==> src/rtl/fft_in_xbar.sv <==
// fft_in_xbar: remaps 8 memory-bank lanes onto 12 FFT PE lanes per radix, through a 2-entry output FIFO.
// Define FFT_IN_XBAR_BYPASS_EN to accept point==0 as an identity (bank k -> PE k) mode.
module fft_in_xbar #(
    parameter int DATA_WIDTH = 32,
    parameter int LEN_W      = 10
) (
    input  logic                    clk,
    input  logic                    rst,
    input  logic                    start,
    input  logic [2:0]              point,
    input  logic                    point_2_mode,
    input  logic [LEN_W-1:0]        frame_len,
    input  logic                    flush,
    output logic                    busy,
    output logic                    done,
    output logic                    cfg_err,
    input  logic [8*DATA_WIDTH-1:0] mem_out,
    input  logic                    in_valid,
    output logic                    in_ready,
    output logic [12*DATA_WIDTH-1:0] fft_in,
    output logic                    out_valid,
    input  logic                    out_ready,
    output logic                    out_last
);
    localparam int DW = DATA_WIDTH;
    typedef enum logic [1:0] {IDLE, RUN, DRAIN} state_t;
    state_t state, state_nx;
    logic [2:0] pt;
    logic p2m;
    logic [LEN_W-1:0] flen, cnt;
    logic [12*DW-1:0] f0, f1, mapped;
    logic l0, l1;
    logic [1:0] fc;
    logic legal, acc, pop, last_acc, launch;
    logic [DW-1:0] b [8];
    logic [DW-1:0] pe [12];

`ifdef FFT_IN_XBAR_BYPASS_EN
    assign legal = frame_len != '0 && point inside {3'd0, 3'd2, 3'd3, 3'd4, 3'd5, 3'd7};
`else
    assign legal = frame_len != '0 && point inside {3'd2, 3'd3, 3'd4, 3'd5, 3'd7};
`endif
    assign launch    = state == IDLE && start && legal;
    assign busy      = state != IDLE;
    assign out_valid = fc != 2'd0;
    assign out_last  = out_valid && l0;
    assign fft_in    = out_valid ? f0 : '0;
    assign in_ready  = state == RUN && cnt < flen && !fc[1];
    assign acc       = in_valid && in_ready;
    assign pop       = out_valid && out_ready;
    assign last_acc  = acc && cnt == flen - 1'b1;

    always_comb begin
        pe = '{default: '0};
        for (int k = 0; k < 8; k++) b[k] = mem_out[k*DW +: DW];
        case (pt)
            3'd7: begin
                pe[0] = b[0]; pe[1] = b[1]; pe[2] = b[6]; pe[3] = b[4];
                pe[4] = b[3]; pe[5] = b[2]; pe[6] = b[5];
            end
            3'd5: begin
                pe[0] = b[0]; pe[1] = b[1]; pe[2] = b[4]; pe[3] = b[3]; pe[4] = b[2];
            end
            3'd4: begin
                pe[1] = b[0]; pe[2] = b[2]; pe[5] = b[1]; pe[6] = b[3];
            end
            3'd3: begin
                pe[0] = b[0]; pe[1] = b[1]; pe[2] = b[2];
                pe[5] = b[4]; pe[6] = b[5]; pe[7] = b[3];
            end
            3'd2: begin
                pe[1] = b[0]; pe[2] = b[1]; pe[5] = b[2]; pe[6] = b[3];
                pe[8] = b[4]; pe[9] = b[5];
                pe[10] = p2m ? b[6] : '0;
                pe[11] = p2m ? b[7] : '0;
            end
`ifdef FFT_IN_XBAR_BYPASS_EN
            3'd0: for (int k = 0; k < 8; k++) pe[k] = b[k];
`endif
            default: ;
        endcase
        for (int j = 0; j < 12; j++) mapped[j*DW +: DW] = pe[j];
    end

    always_comb begin
        state_nx = state;
        case (state)
            IDLE:    state_nx = launch ? RUN : IDLE;
            RUN:     state_nx = last_acc ? DRAIN : RUN;
            DRAIN:   state_nx = (pop && l0) ? IDLE : DRAIN;
            default: state_nx = IDLE;
        endcase
        if (flush) state_nx = IDLE;
    end

    always_ff @(posedge clk) begin
        if (rst) begin
            state   <= IDLE;
            pt      <= '0;
            p2m     <= 1'b0;
            flen    <= '0;
            cnt     <= '0;
            fc      <= '0;
            l0      <= 1'b0;
            l1      <= 1'b0;
            done    <= 1'b0;
            cfg_err <= 1'b0;
        end else begin
            state   <= state_nx;
            done    <= !flush && state == DRAIN && pop && l0;
            cfg_err <= !flush && state == IDLE && start && !legal;
            if (launch && !flush) begin
                pt   <= point;
                p2m  <= point_2_mode;
                flen <= frame_len;
            end
            if (flush) begin
                fc  <= '0;
                cnt <= '0;
            end else begin
                cnt <= launch ? '0 : cnt + LEN_W'(acc);
                if (pop) begin
                    f0 <= f1;
                    l0 <= l1;
                end
                // An entry pushed while the sole entry leaves must land at the head.
                if (acc && (fc == 2'd0 || pop)) begin
                    f0 <= mapped;
                    l0 <= last_acc;
                end else if (acc) begin
                    f1 <= mapped;
                    l1 <= last_acc;
                end
                fc <= fc + 2'(acc) - 2'(pop);
            end
        end
    end
endmodule

==> config.mk <==
export PLATFORM = sky130hd
export DESIGN_NAME = fft_in_xbar
export DESIGN_NICKNAME = d
export VERILOG_FILES = /design/src/rtl/fft_in_xbar.sv
export SDC_FILE = /design/constraint.sdc
export NUM_CORES = 1
export LEC_CHECK = 0
export CAP_MARGIN = 20
export CORE_ASPECT_RATIO = 0.7
export CORE_MARGIN = 1.5
export CORE_UTILIZATION = 53
export CTS_CLUSTER_SIZE = 40
export DETAILED_ROUTE_END_ITERATION = 8
export PLACE_DENSITY_LB_ADDON = 0.08
export SYNTH_ARGS = -nofsm -noshare
export SYNTH_HDL_FRONTEND = slang
export SYNTH_SLANG_ARGS = --single-unit
==> constraint.sdc <==
create_clock -name clk -period 27.1 [get_ports clk]
set_clock_uncertainty 0.2 [all_clocks]
set_input_delay 4.065 -clock clk [delete_from_list [all_inputs] [get_ports clk]]
set_output_delay 4.065 -clock clk [all_outputs]
set_load 0.005 [all_outputs]
; Yosys cells after proc, flatten, opt, wreduce, memory -nomap -nowiden
; Cells that the tools add are included.
[totals]
rom_bits = 0
register_bits = 800
mem_count = 0
ramBits = 0
latchBits = 0
out_inout_bits = 390
input_bits = 276
[classes]
n_bitwise = 3
n_shift = 0
multipliers = 0
eq_ne = 13
n_div = 0
magnitude_cmp = 1
n_addsub = 4
mux = 17
n_reduce_logical = 36
[op_table]
columns = operator, count
row1 = 384-bit 2-to-1 mux, 3
row2 = 64-bit one-hot mux with 5 select lines, 1
row3 = 64-bit one-hot mux with 4 select lines, 1
row4 = 128-bit 2-to-1 mux, 1
row5 = 32-bit 2-to-1 mux, 4
row6 = 64-bit one-hot mux with 2 select lines, 1
row7 = "3-bit equality test, second input constant", 6
row8 = 1-bit logical AND, 18
row9 = "3-bit by 2-bit equality test with 1-bit output, second input constant", 4
row10 = 10-bit by 1-bit adder with 10-bit output, 1
row11 = 10-bit equality test, 1
row12 = 10-bit < comparator, 1
row13 = 10-bit nonzero test, 1
row14 = "10-bit by 1-bit subtractor with 10-bit output, second input constant", 1
row15 = 2-bit one-hot mux with 3 select lines, 1
row16 = 3-bit AND reduction, 2
row17 = 2-bit nonzero test, 3
row18 = 3-bit OR reduction, 2
row19 = 5-bit nonzero test, 1
row20 = 2-bit zero test, 2
row21 = 2-bit 2-to-1 mux, 2
row22 = 4-bit AND reduction, 1
row23 = 1-bit zero test, 3
row24 = 1-bit 2-to-1 mux, 3
row25 = other kinds (8), 10

; Logic depth before layout (Yosys ltp)
; Gate-level depths: netlist of run 1.
[depth]
ltp_word = 7
ltp_mapped = 14
depth_no_buf = 13

; Worst setup path before layout of run 1
; No wires, ideal clock.
[synth_timing]
kind = input port to flip-flop
startpoint = input port out_ready
endpoint = register l1
cell_stages = 4
t_arrival_ns = 22.292
required_time_ns = 26.748
path_slack_ns = 4.456
path_cell_list = nor2b_1 > or4b_2 > nor2_1 > a22o_1
[synth_between]
elab_chain_len = 5
[synth_rtl]
columns = element, line
row1 = start: declaration, 22  ; input logic out_ready,
row2 = 1-bit logical AND, 50  ; assign pop = out_valid && out_ready;
row3 = 1-bit logical OR, 127  ; if (acc && (fc == 2'd0 || pop)) begin
row4 = 1-bit logical AND, 127
row5 = 1-bit inverter (no line), n/a
row6 = 3-bit AND reduction (no line), n/a
row7 = end signal: assignment, 132  ; l1 <= last_acc;
row8 = end: declaration, 32  ; logic l0, l1;
; No other way between the ends.
; A chain may end at the register's enable or synchronous reset.

; Worst setup path after layout of run 1
[layout_timing]
startpoint = input port out_ready
endpoint = register f1[293] (enable)
[layout_between]
elab_chain_len = 5
[layout_rtl]
columns = element, line
row1 = 1-bit logical AND, 50
row2 = 1-bit logical OR, 127
row3 = 1-bit logical AND, 127
row4 = 1-bit inverter (no line), n/a
row5 = 4-bit AND reduction (no line), n/a
row6 = end signal: assignment, 131  ; f1 <= mapped;
row7 = end: declaration, 31  ; logic [12*DW-1:0] f0, f1, mapped;
; No other way between the ends.

==> impl_metrics.env, run 1 <==
export IMPL_status="complete, no violations"
export IMPL_rows=80
export IMPL_ctsHoldBuffers=0
export IMPL_cpMostUsedCell="buf_4"
export IMPL_rsz0062_at_grt="no"
export IMPL_fill_cells=5021
export IMPL_fin_area_mm2=0.04682
export IMPL_endpoint_kind="register"
export IMPL_port_buffers=665
export IMPL_cp_max_fo=174
export IMPL_place_gp_congestion=0.9131
export IMPL_fin_nets=3827
export IMPL_ios=666
export IMPL_dpl_cell_area_mm2=0.04431
export IMPL_rrSetupSlack_ns=19.78
export IMPL_grt_overflow=0
export IMPL_drc=0
export IMPL_min_delay_start="l0"
export IMPL_reg2reg_from="fc[1]"
export IMPL_grt_usage_pct=29.01
export IMPL_slew_violations=0
export IMPL_crit_buf_inv=4
export IMPL_layout_drive_gt1_share_pct=10.72
export IMPL_cap_violations=0
export IMPL_p_int_mw=2.030
export IMPL_tritoncts="built"
export IMPL_crit_chain="clkdlybuf4s50_1 -> nor2b_1 -> or4b_2 -> nor2_4 -> buf_12 -> buf_4 -> buf_4"
export IMPL_wl_per_cell_um=23.57
export IMPL_synth_area_per_cell_um2=12.49
export IMPL_numCtsBuffers=77
export IMPL_seqPwrFrac_pct=52.4
export IMPL_p_leak_nw=15.50
export IMPL_synth_async_reset_ratio_pct=0
export IMPL_p_comb_share_pct=6.6
export IMPL_worstHoldPathType="reg2reg"
export IMPL_syn_inst=2970
export IMPL_period_share_pct=31.06
export IMPL_clkPwrFrac_pct=41.0
export IMPL_critPathKind="in2reg"
export IMPL_start_kind="input pin"
export IMPL_grt_max_degree=182
export IMPL_htreeDepth=3
export IMPL_max_stage_delay_ns=0.94
export IMPL_mappedNetlistNets=3261
export IMPL_fp_dieH_um=224.4
export IMPL_worstPathArrival_ns=8.46
export IMPL_post_cts_buffers=0
export IMPL_vias=25740
export IMPL_p_switching_mw=0.5438
export IMPL_start_util_pct=54.04
export IMPL_critPathRequiredTime_ns=27.15
export IMPL_clockBufferDepth=3
export IMPL_max_slew_margin_rel_pct=18.03
export IMPL_antenna_found_initial=15
export IMPL_die_area_mm2=0.07163
export IMPL_seq_area_frac_synth_pct=63.88
export IMPL_finalCriticalPeriod_ns=8.417
export IMPL_fmax_mhz=118.8
export IMPL_path_depth=7
export IMPL_clkTransAtPathRegs_ns=0.06
export IMPL_root_buffer="clkbuf_16"
export IMPL_finalSetupViolCount=0
export IMPL_cellPowerDensity_mw_per_mm2=54.98
export IMPL_r2r_end="f1[293]"
export IMPL_ctsResizeCount=0
export IMPL_area_growth_pct=26.18
export IMPL_final_setup_tns_ns=0
export IMPL_numClockSinks=800
export IMPL_worstHoldPathCells=2
export IMPL_synth_edff_count=768
export IMPL_drtPass1Iterations=7
export IMPL_critPathSlowestCell="buf_4"
export IMPL_crit_family="buffers and inverters"
export IMPL_worst_pin_slew_ns=1.230
export IMPL_multi_input_area_mm2=0.01247
export IMPL_fp_dieW_um=319.3
export IMPL_postRouteAntennaNets=0
export IMPL_dp_hpwl_um=70120
export IMPL_r2r_cells=9
export IMPL_switching_share_pct=21.13
export IMPL_synth_ff_latch_count=800
export IMPL_holdPathEnd="l0"
export IMPL_synth_warnings=0
export IMPL_ir_worst_vdd_mv=0.03482
export IMPL_hold_viol=0
export IMPL_ff_latch_area_mm2=0.02371
export IMPL_insertion_delay_ns=0.63
export IMPL_yosys_most_used_dff="edfxtp_1"
export IMPL_synth_area_mm2=0.03711
export IMPL_yosys_cell_types_count=50
export IMPL_core_area_mm2=0.06867
export IMPL_grt_pass1_wl_um=156500
export IMPL_wirelength_um=106100
export IMPL_drt_iter0_markers=2595
export IMPL_vias_per_cell=5.718
export IMPL_grt_pass1_vias=25010
-- worst max-delay path by stage --
stage	startpoint	endpoint	slack [ns]
finish	out_ready	f1[293]	18.68
global route	fc[1]	fft_in[91]	18.37
CTS	fc[1]	fft_in[122]	18.64
global placement	out_ready	f1[200]	18.21
detailed placement	out_ready	f1[200]	18.10
floorplan	out_ready	l1	4.46
-- tightest hold or removal path: stages (launching register included) --
cell and delay (ns):
dfxtp_1 0.33, nand2b_1 0.08, a32oi_1 0.05
-- metal layers --
layer | wire length, um | GRT usage [%] | vias up
li1 | - | - | 11670
met1 | 41200 | 37.10 | 12760
met2 | 52770 | 48.88 | 1106
met3 | 8342 | 6.564 | 195
met4 | 3758 | 10.15 | 6
met5 | 46 | 0 | -
-- layout make-up --
class	count	share of cell area, %
diodes	10	0.05345
flip-flops and latches	800	50.65
clock buffers	101	4.642
well taps	902	2.410
clock inverters	32	0.5131
multi-input cells	1938	26.64
inverters	22	0.1924
repair buffers	697	14.91
-- stage by stage --
stage / hold WS (ns) / utilization (%) / std cells / worst slack (ns) / power [mW]
after floorplan: 0.2486 / - / 2970 / 4.456 / 1.450
final: 0.3077 / 68.19 / 4502 / 18.68 / 2.574
after global routing: 0.3196 / 68.16 / 4496 / 18.37 / 2.643
after global placement: 0.2734 / 64.51 / 4355 / 18.21 / 1.540
after detailed placement: 0.2935 / 64.54 / 4356 / 18.10 / 1.543
after CTS: 0.3015 / 68.05 / 4489 / 18.64 / 2.587
-- registers in the layout, summed over array words and instances, names as in the netlist, 2 cells and up --
| signal | cells |
|---|---|
| flen | 10 |
| f0 | 384 |
| f1 | 384 |
| fc | 2 |
| cnt | 10 |
| state | 2 |
| pt | 3 |
-- layout by cell type, fill, tap and decap left out, types with 4 or more instances in the layout --
master,netlist,layout
and2_1,516,515
clkinv_2,0,12
clkbuf_8,0,5
clkdlybuf4s50_1,0,665
mux2_2,224,224
mux2i_1,78,78
dfxtp_1,32,28
edfxtp_1,768,768
buf_12,0,5
o21ai_0,71,71
diode_2,0,10
nor2_1,40,37
nand2b_1,6,5
nand2_1,647,647
buf_4,19,26
clkbuf_1,139,14
inv_1,22,21
xnor2_1,9,9
nor3_1,6,6
clkbuf_16,0,82
xor2_1,9,9
a21oi_1,8,7
clkinv_1,0,16
bufinv_16,0,4
and3_1,67,66
a22o_1,193,193
nand3_1,10,10
ha_1,15,15
-- synth_stat cells (3+ instances only) --
library cell | instances | area (um^2)
a21oi_1 | 8 | 40.04
a22o_1 | 193 | 1690
and2_1 | 516 | 3228
and3_1 | 67 | 419.2
buf_1 | 9 | 33.78
buf_2 | 41 | 205.2
buf_4 | 19 | 142.6
clkbuf_1 | 139 | 521.8
dfxtp_1 | 32 | 640.6
edfxtp_1 | 768 | 23060
ha_1 | 15 | 187.7
inv_1 | 22 | 82.58
mux2_2 | 224 | 2522
mux2i_1 | 78 | 780.8
nand2_1 | 647 | 2429
nand2b_1 | 6 | 37.54
nand3_1 | 10 | 50.05
nor2_1 | 40 | 150.1
nor2b_1 | 3 | 18.77
nor3_1 | 6 | 30.03
nor4_1 | 3 | 18.77
o21ai_0 | 71 | 355.3
or2_2 | 3 | 18.77
xnor2_1 | 9 | 78.83
xor2_1 | 9 | 78.83
-- logic make-up after synthesis --
family                   after synthesis  synth area share, %
AND/OR/NAND/NOR                     1314                17.59
flip-flops                           800                63.88
multiplexers                         302                8.902
AO/OA/AOI/OAI                        289                6.015
buffers and inverters                232                2.684
XOR/XNOR                              18               0.4249
adder cells (fa/ha/maj)               15               0.5058
-- power groups by stage --
stage	Combinational (mW)	Sequential (mW)	Clock (mW)
after CTS	0.168	1.35	1.07
after detailed placement	0.167	1.38	0
after global routing	0.179	1.35	1.12
after global placement	0.163	1.38	0
final	0.169	1.35	1.06
after floorplan	0.0760	1.37	0
Power figures use the tool's default switching activity.
==> run 2, diff against run 1 <==
Settings changed: CORE_UTILIZATION 53 to 48.
Clock period 27.1 ns to 6.9 ns, I/O delays scaled along.
==> run 2 against run 1 <==
Net effect: global-route usage is 1.7 points lower; worst setup slack worse by 17 ns; non-clock buffer count is 1 lower; first-iteration DRC count is 18% lower; utilization is 6.7 points lower; register-to-register slack worse by 17 ns; via count is 0.93% lower; critical path depth is 3 lower; sequential share of layout area is 0.35 points lower; power grew to 4.0 times the previous value; wire length is 2.1% higher; sequential power grew to 3.9 times the previous value; critical path type is now reg2out; critical endpoint is now fft_in[269]; largest cell class unchanged.
==> impl_metrics.env, run 2 (synthesized netlist as in run 1, its figures left out) <==
export IMPL_port_buffers=665
export IMPL_cellPowerDensity_mw_per_mm2=215.7
export IMPL_clkTransAtPathRegs_ns=0.06
export IMPL_layout_commonest_cell="edfxtp_1"
export IMPL_ir_worst_vdd_mv=0.1476
export IMPL_area_growth_pct=27.08
export IMPL_antenna_found_initial=21
export IMPL_finalSetupViolCount=0
export IMPL_clockBufferDepth=3
export IMPL_htreeDepth=3
export IMPL_numCtsBuffers=79
export IMPL_fill_cells=6107
export IMPL_rows=85
export IMPL_clkPwrFrac_pct=41.3
export IMPL_postRouteAntennaNets=0
export IMPL_dpl_cell_area_mm2=0.04466
export IMPL_hold_viol=0
export IMPL_fmax_mhz=212.0
export IMPL_ctsResizeCount=0
export IMPL_grt_max_degree=255
export IMPL_status="complete, no violations"
export IMPL_dp_hpwl_um=70850
export IMPL_worst_pin_slew_ns=1.322
export IMPL_root_buffer="clkbuf_16"
export IMPL_worst_slack_ns=2.182
export IMPL_grt_pass1_wl_um=162300
export IMPL_p_switching_mw=2.192
export IMPL_period_share_pct=68.38
export IMPL_place_inst=4499
export IMPL_ff_latch_area_mm2=0.02372
export IMPL_critPathRequiredTime_ns=5.66
export IMPL_vias_per_cell=5.485
export IMPL_cp_max_fo=254
export IMPL_worstPathArrival_ns=3.48
export IMPL_drc=0
export IMPL_drtPass1Iterations=5
export IMPL_fin_area_mm2=0.04716
export IMPL_start_util_pct=48.39
export IMPL_numClockSinks=800
export IMPL_tritoncts="built"
export IMPL_seqPwrFrac_pct=52.1
export IMPL_insertion_delay_ns=0.63
export IMPL_die_area_mm2=0.07901
export IMPL_post_place_ws_ns=2.328
export IMPL_layout_common_cells="768 x edfxtp_1, 665 x clkdlybuf4s50_1, 647 x nand2_1, 515 x and2_1, 224 x mux2_2"
export IMPL_vias=25500
export IMPL_ios=666
export IMPL_layoutNonFillerInstCount=4649
export IMPL_start_kind="register"
export IMPL_place_gp_congestion=0.9263
export IMPL_report_power_total_mw=10.17
export IMPL_ctsHoldBuffers=0
export IMPL_grt_usage_pct=27.27
export IMPL_grt_pass1_vias=25740
export IMPL_fin_nets=3828
export IMPL_wirelength_um=108400
export IMPL_critPathKind="reg2out"
export IMPL_worstHoldPathType="reg2reg"
export IMPL_fp_dieH_um=235.6
export IMPL_fp_dieW_um=335.3
export IMPL_top_regs="f0 x384, f1 x384"
export IMPL_layout_drive_gt1_share_pct=11.02
export IMPL_max_slew_margin_rel_pct=11.90
export IMPL_rsz0062_at_grt="no"
export IMPL_finalCriticalPeriod_ns=4.718
export IMPL_cap_violations=0
export IMPL_switching_share_pct=21.55
export IMPL_post_cts_buffers=0
export IMPL_p_int_mw=7.980
export IMPL_p_leak_nw=15.52
export IMPL_slew_violations=0
export IMPL_multi_input_area_mm2=0.01250
export IMPL_drt_iter0_markers=2117
export IMPL_endpoint_kind="output pin"
export IMPL_wl_per_cell_um=23.31
export IMPL_grt_overflow=0
export IMPL_core_area_mm2=0.07668
export IMPL_p_comb_share_pct=6.6
## run 2: power by group through the flow
stage	Clock (mW)	Combinational, mW	Sequential, mW
3_3_place_gp	0	0.651	5.41
6_report	4.20	0.669	5.30
4_1_cts	4.28	0.670	5.30
5_1_grt	4.46	0.714	5.30
2_1_floorplan	0	0.300	5.40
3_5_place_dp	0	0.665	5.41
## run 2: layout make-up
type | count | area share (%)
clock buffers | 100 | 4.495
diodes | 10 | 0.05307
multi-input cells | 1938 | 26.51
repair buffers | 696 | 15.00
flip-flops and latches | 800 | 50.30
inverters | 22 | 0.1831
well taps | 1044 | 2.770
clock inverters | 39 | 0.6872
## run 2: worst paths after layout
path,cells after the start,startpoint,end,slack (ns)
max,4,fc[1],fft_in[269],2.18
max reg2reg,9,flen[8],f0[319],2.50
min,2,l0,l0,0.30
min reg2reg,2,l0,l0,0.30
## run 2: critical path, stage by stage (launching register included)
cell	delay, ns
dfxtp_1	0.39
or2_4	0.59
buf_12	0.61
and2_1	0.25
clkdlybuf4s50_1	0.58
## run 2: routing by layer
layer	vias up	track usage, %	routed length, um
met2	944	44.02	51950
met3	242	5.964	7877
li1	11700	-	-
met4	18	12.67	5278
met1	12600	35.17	43150
met5	-	0	110
## run 2: per-stage QoR
step           hold slack, ns  utilization [%]  setup TNS (ns)
6_report               0.2972            61.50               0
5_1_grt                0.3228            61.47               0
4_1_cts                0.2993            61.43               0
3_5_place_dp           0.2856            58.24               0
3_3_place_gp           0.2835            58.16               0
2_1_floorplan          0.2486                -         -907.12
==> patch, RTL diff (config.mk and constraints of run 1) <==
Remove the register `cfg_err`: a continuous assignment takes its place, so the output `cfg_err` follows one clock earlier.
--- a/src/rtl/fft_in_xbar.sv
+++ b/src/rtl/fft_in_xbar.sv
@@ -104,11 +104,9 @@
             l0      <= 1'b0;
             l1      <= 1'b0;
             done    <= 1'b0;
-            cfg_err <= 1'b0;
         end else begin
             state   <= state_nx;
             done    <= !flush && state == DRAIN && pop && l0;
-            cfg_err <= !flush && state == IDLE && start && !legal;
             if (launch && !flush) begin
                 pt   <= point;
                 p2m  <= point_2_mode;
@@ -135,5 +133,7 @@
             end
         end
     end
+
+    assign cfg_err = !flush && state == IDLE && start && !legal;
 endmodule
 
Function: not settled (the Yosys comparison gave no result); the edit may change what the design does.
==> patch against run 1 <==
  * Sequential cell count down 1
  * Worst hold slack worse by 0.0086 ns
  * Final area up 0.24%
  * Power up 2.0%
  * Wire length up 1.4%
  * Area after synthesis down 0.32%
  * Utilization up 0.26 points
  * Setup slack worse by 1.9 ns
  * Highest routed layer unchanged
  * Largest power group unchanged
==> patch: results (changes against run 1) <==
- Status: finished, final reports clean
- Number of CTS-inserted buffers: 78 (+1.3%)
- DP Wirelength: 69.93 mm (-0.26%)
- Wire length per cell: 23.89 um (+1.4%)
- Vias in the first global route: 25170 (+0.61%)
- Share of cells above drive strength 1: 0.1074 (+0.0001196)
- Leading post-synthesis cells by instance count: sky130_fd_sc_hd__edfxtp_1, sky130_fd_sc_hd__nand2_1, sky130_fd_sc_hd__and2_1
- Met2 track demand over resource: 0.4832 (-0.005682)
- Slowest stage delay, CP: 0.59 ns (-0.35 ns)
- Total via count after detailed routing: 25630 (-0.42%)
- Post-route cell area: 46930 um^2 (+0.24%)
- Critical path's slowest cell: sky130_fd_sc_hd__clkdlybuf4s50_1
- Cell leakage power: 17.53 nW (+13%)
- Total routing usage reported by global routing: 0.2958 (+0.005685)
- Number of H-tree levels: 3 (unchanged)
- Clock Latency Late Sink: 0.63 ns (about the same)
- GRT met1 Usage: 0.3749 (+0.003880)
- Switching part of the total power: 0.2104 (-0.0009171)
- Largest buffer count on any clock path: 3 (unchanged)
- Leading cell types by total area after synthesis: sky130_fd_sc_hd__edfxtp_1, sky130_fd_sc_hd__and2_1, sky130_fd_sc_hd__mux2_2, sky130_fd_sc_hd__nand2_1, sky130_fd_sc_hd__a22o_1
- Number of antenna violations at the first check in global routing: 24 (+9)
- Gp weighted congestion: 0.9499 (+4.0%)
- GR Layer Usage met3: 0.07531 (+0.009669)
- Sequential-to-total area share from yosys stat: 0.6403 (+0.001533)
- Net count after synthesis: 3249 (-0.37%)
- Number of distinct standard cells referenced by the synthesized netlist: 47 (-6.0%)
- Largest net degree at the start of global routing: 190 (+4.4%)
- Filler cell count in the final layout: 4989 (-0.64%)
- DRC marker count from the first detailed-route iteration: 2213 (-15%)
- Peak supply drop: 44.54 uV (+28%)
- Largest registers: f0 (384), f1 (384)
-- patch: metal layers --
metal | wire [um] | vias up
met4 | 4474 | 16
met2 | 52810 | 956
li1 | - | 11680
met3 | 8127 | 229
met5 | 99 | -
met1 | 42070 | 12750
-- patch: cell families after synthesis --
group | Yosys count | share of synthesized area
flip-flops | 799 | 0.6403
AO/OA/AOI/OAI | 286 | 0.06018
AND/OR/NAND/NOR | 1313 | 0.1761
XOR/XNOR | 21 | 0.004973
buffers and inverters | 222 | 0.02402
adder cells (fa/ha/maj) | 15 | 0.005074
multiplexers | 302 | 0.08931
-- patch: worst paths after layout --
kind | from | endpoint | slack (ns) | cells past startpoint
worst max-delay path | frame_len[9] | cfg_err | 16.81 | 5
worst min-delay path | f1[143]$_DFFE_PP_ | f0[143]$_DFFE_PP_ | 0.30 | 2
worst max register to register | flen[3]$_SDFFE_PP0P_ | f0[308]$_DFFE_PP_ | 21.55 | 10
worst min register to register | f1[143]$_DFFE_PP_ | f0[143]$_DFFE_PP_ | 0.30 | 2
-- patch: final cells by class --
| type | count | area share |
|---|---|---|
| Tap cell | 902 | 0.02405 |
| Multi-Input combinational cell | 1937 | 0.2657 |
| Inverter | 18 | 0.001760 |
| Sequential cell | 799 | 0.5049 |
| Clock inverter | 43 | 0.01088 |
| Timing Repair Buffer | 693 | 0.1485 |
| Antenna cell | 15 | 0.0007998 |
| Clock buffer | 96 | 0.04348 |
-- patch: metrics by stage --
step | std cells | worst slack [ns]
floorplan | 2958 | 5.212
CTS | 4487 | 16.83
global placement | 4346 | 16.76
finish | 4503 | 16.81
detailed placement | 4348 | 16.88
global route | 4497 | 16.65
-- patch: worst min-delay path, cell delays in order (launching register included) --
cell                       delay (ns)
sky130_fd_sc_hd__edfxtp_1        0.32
sky130_fd_sc_hd__nand2_1         0.04
sky130_fd_sc_hd__nand2_1         0.05
-- patch: power groups by stage --
stage,registers [W],clock network [W],logic [W]
floorplan,0.00137,0,0.0000676
global placement,0.00138,0,0.000157
detailed placement,0.00137,0,0.000160
CTS,0.00135,0.00113,0.000161
global route,0.00135,0.00118,0.000171
finish,0.00135,0.00112,0.000161
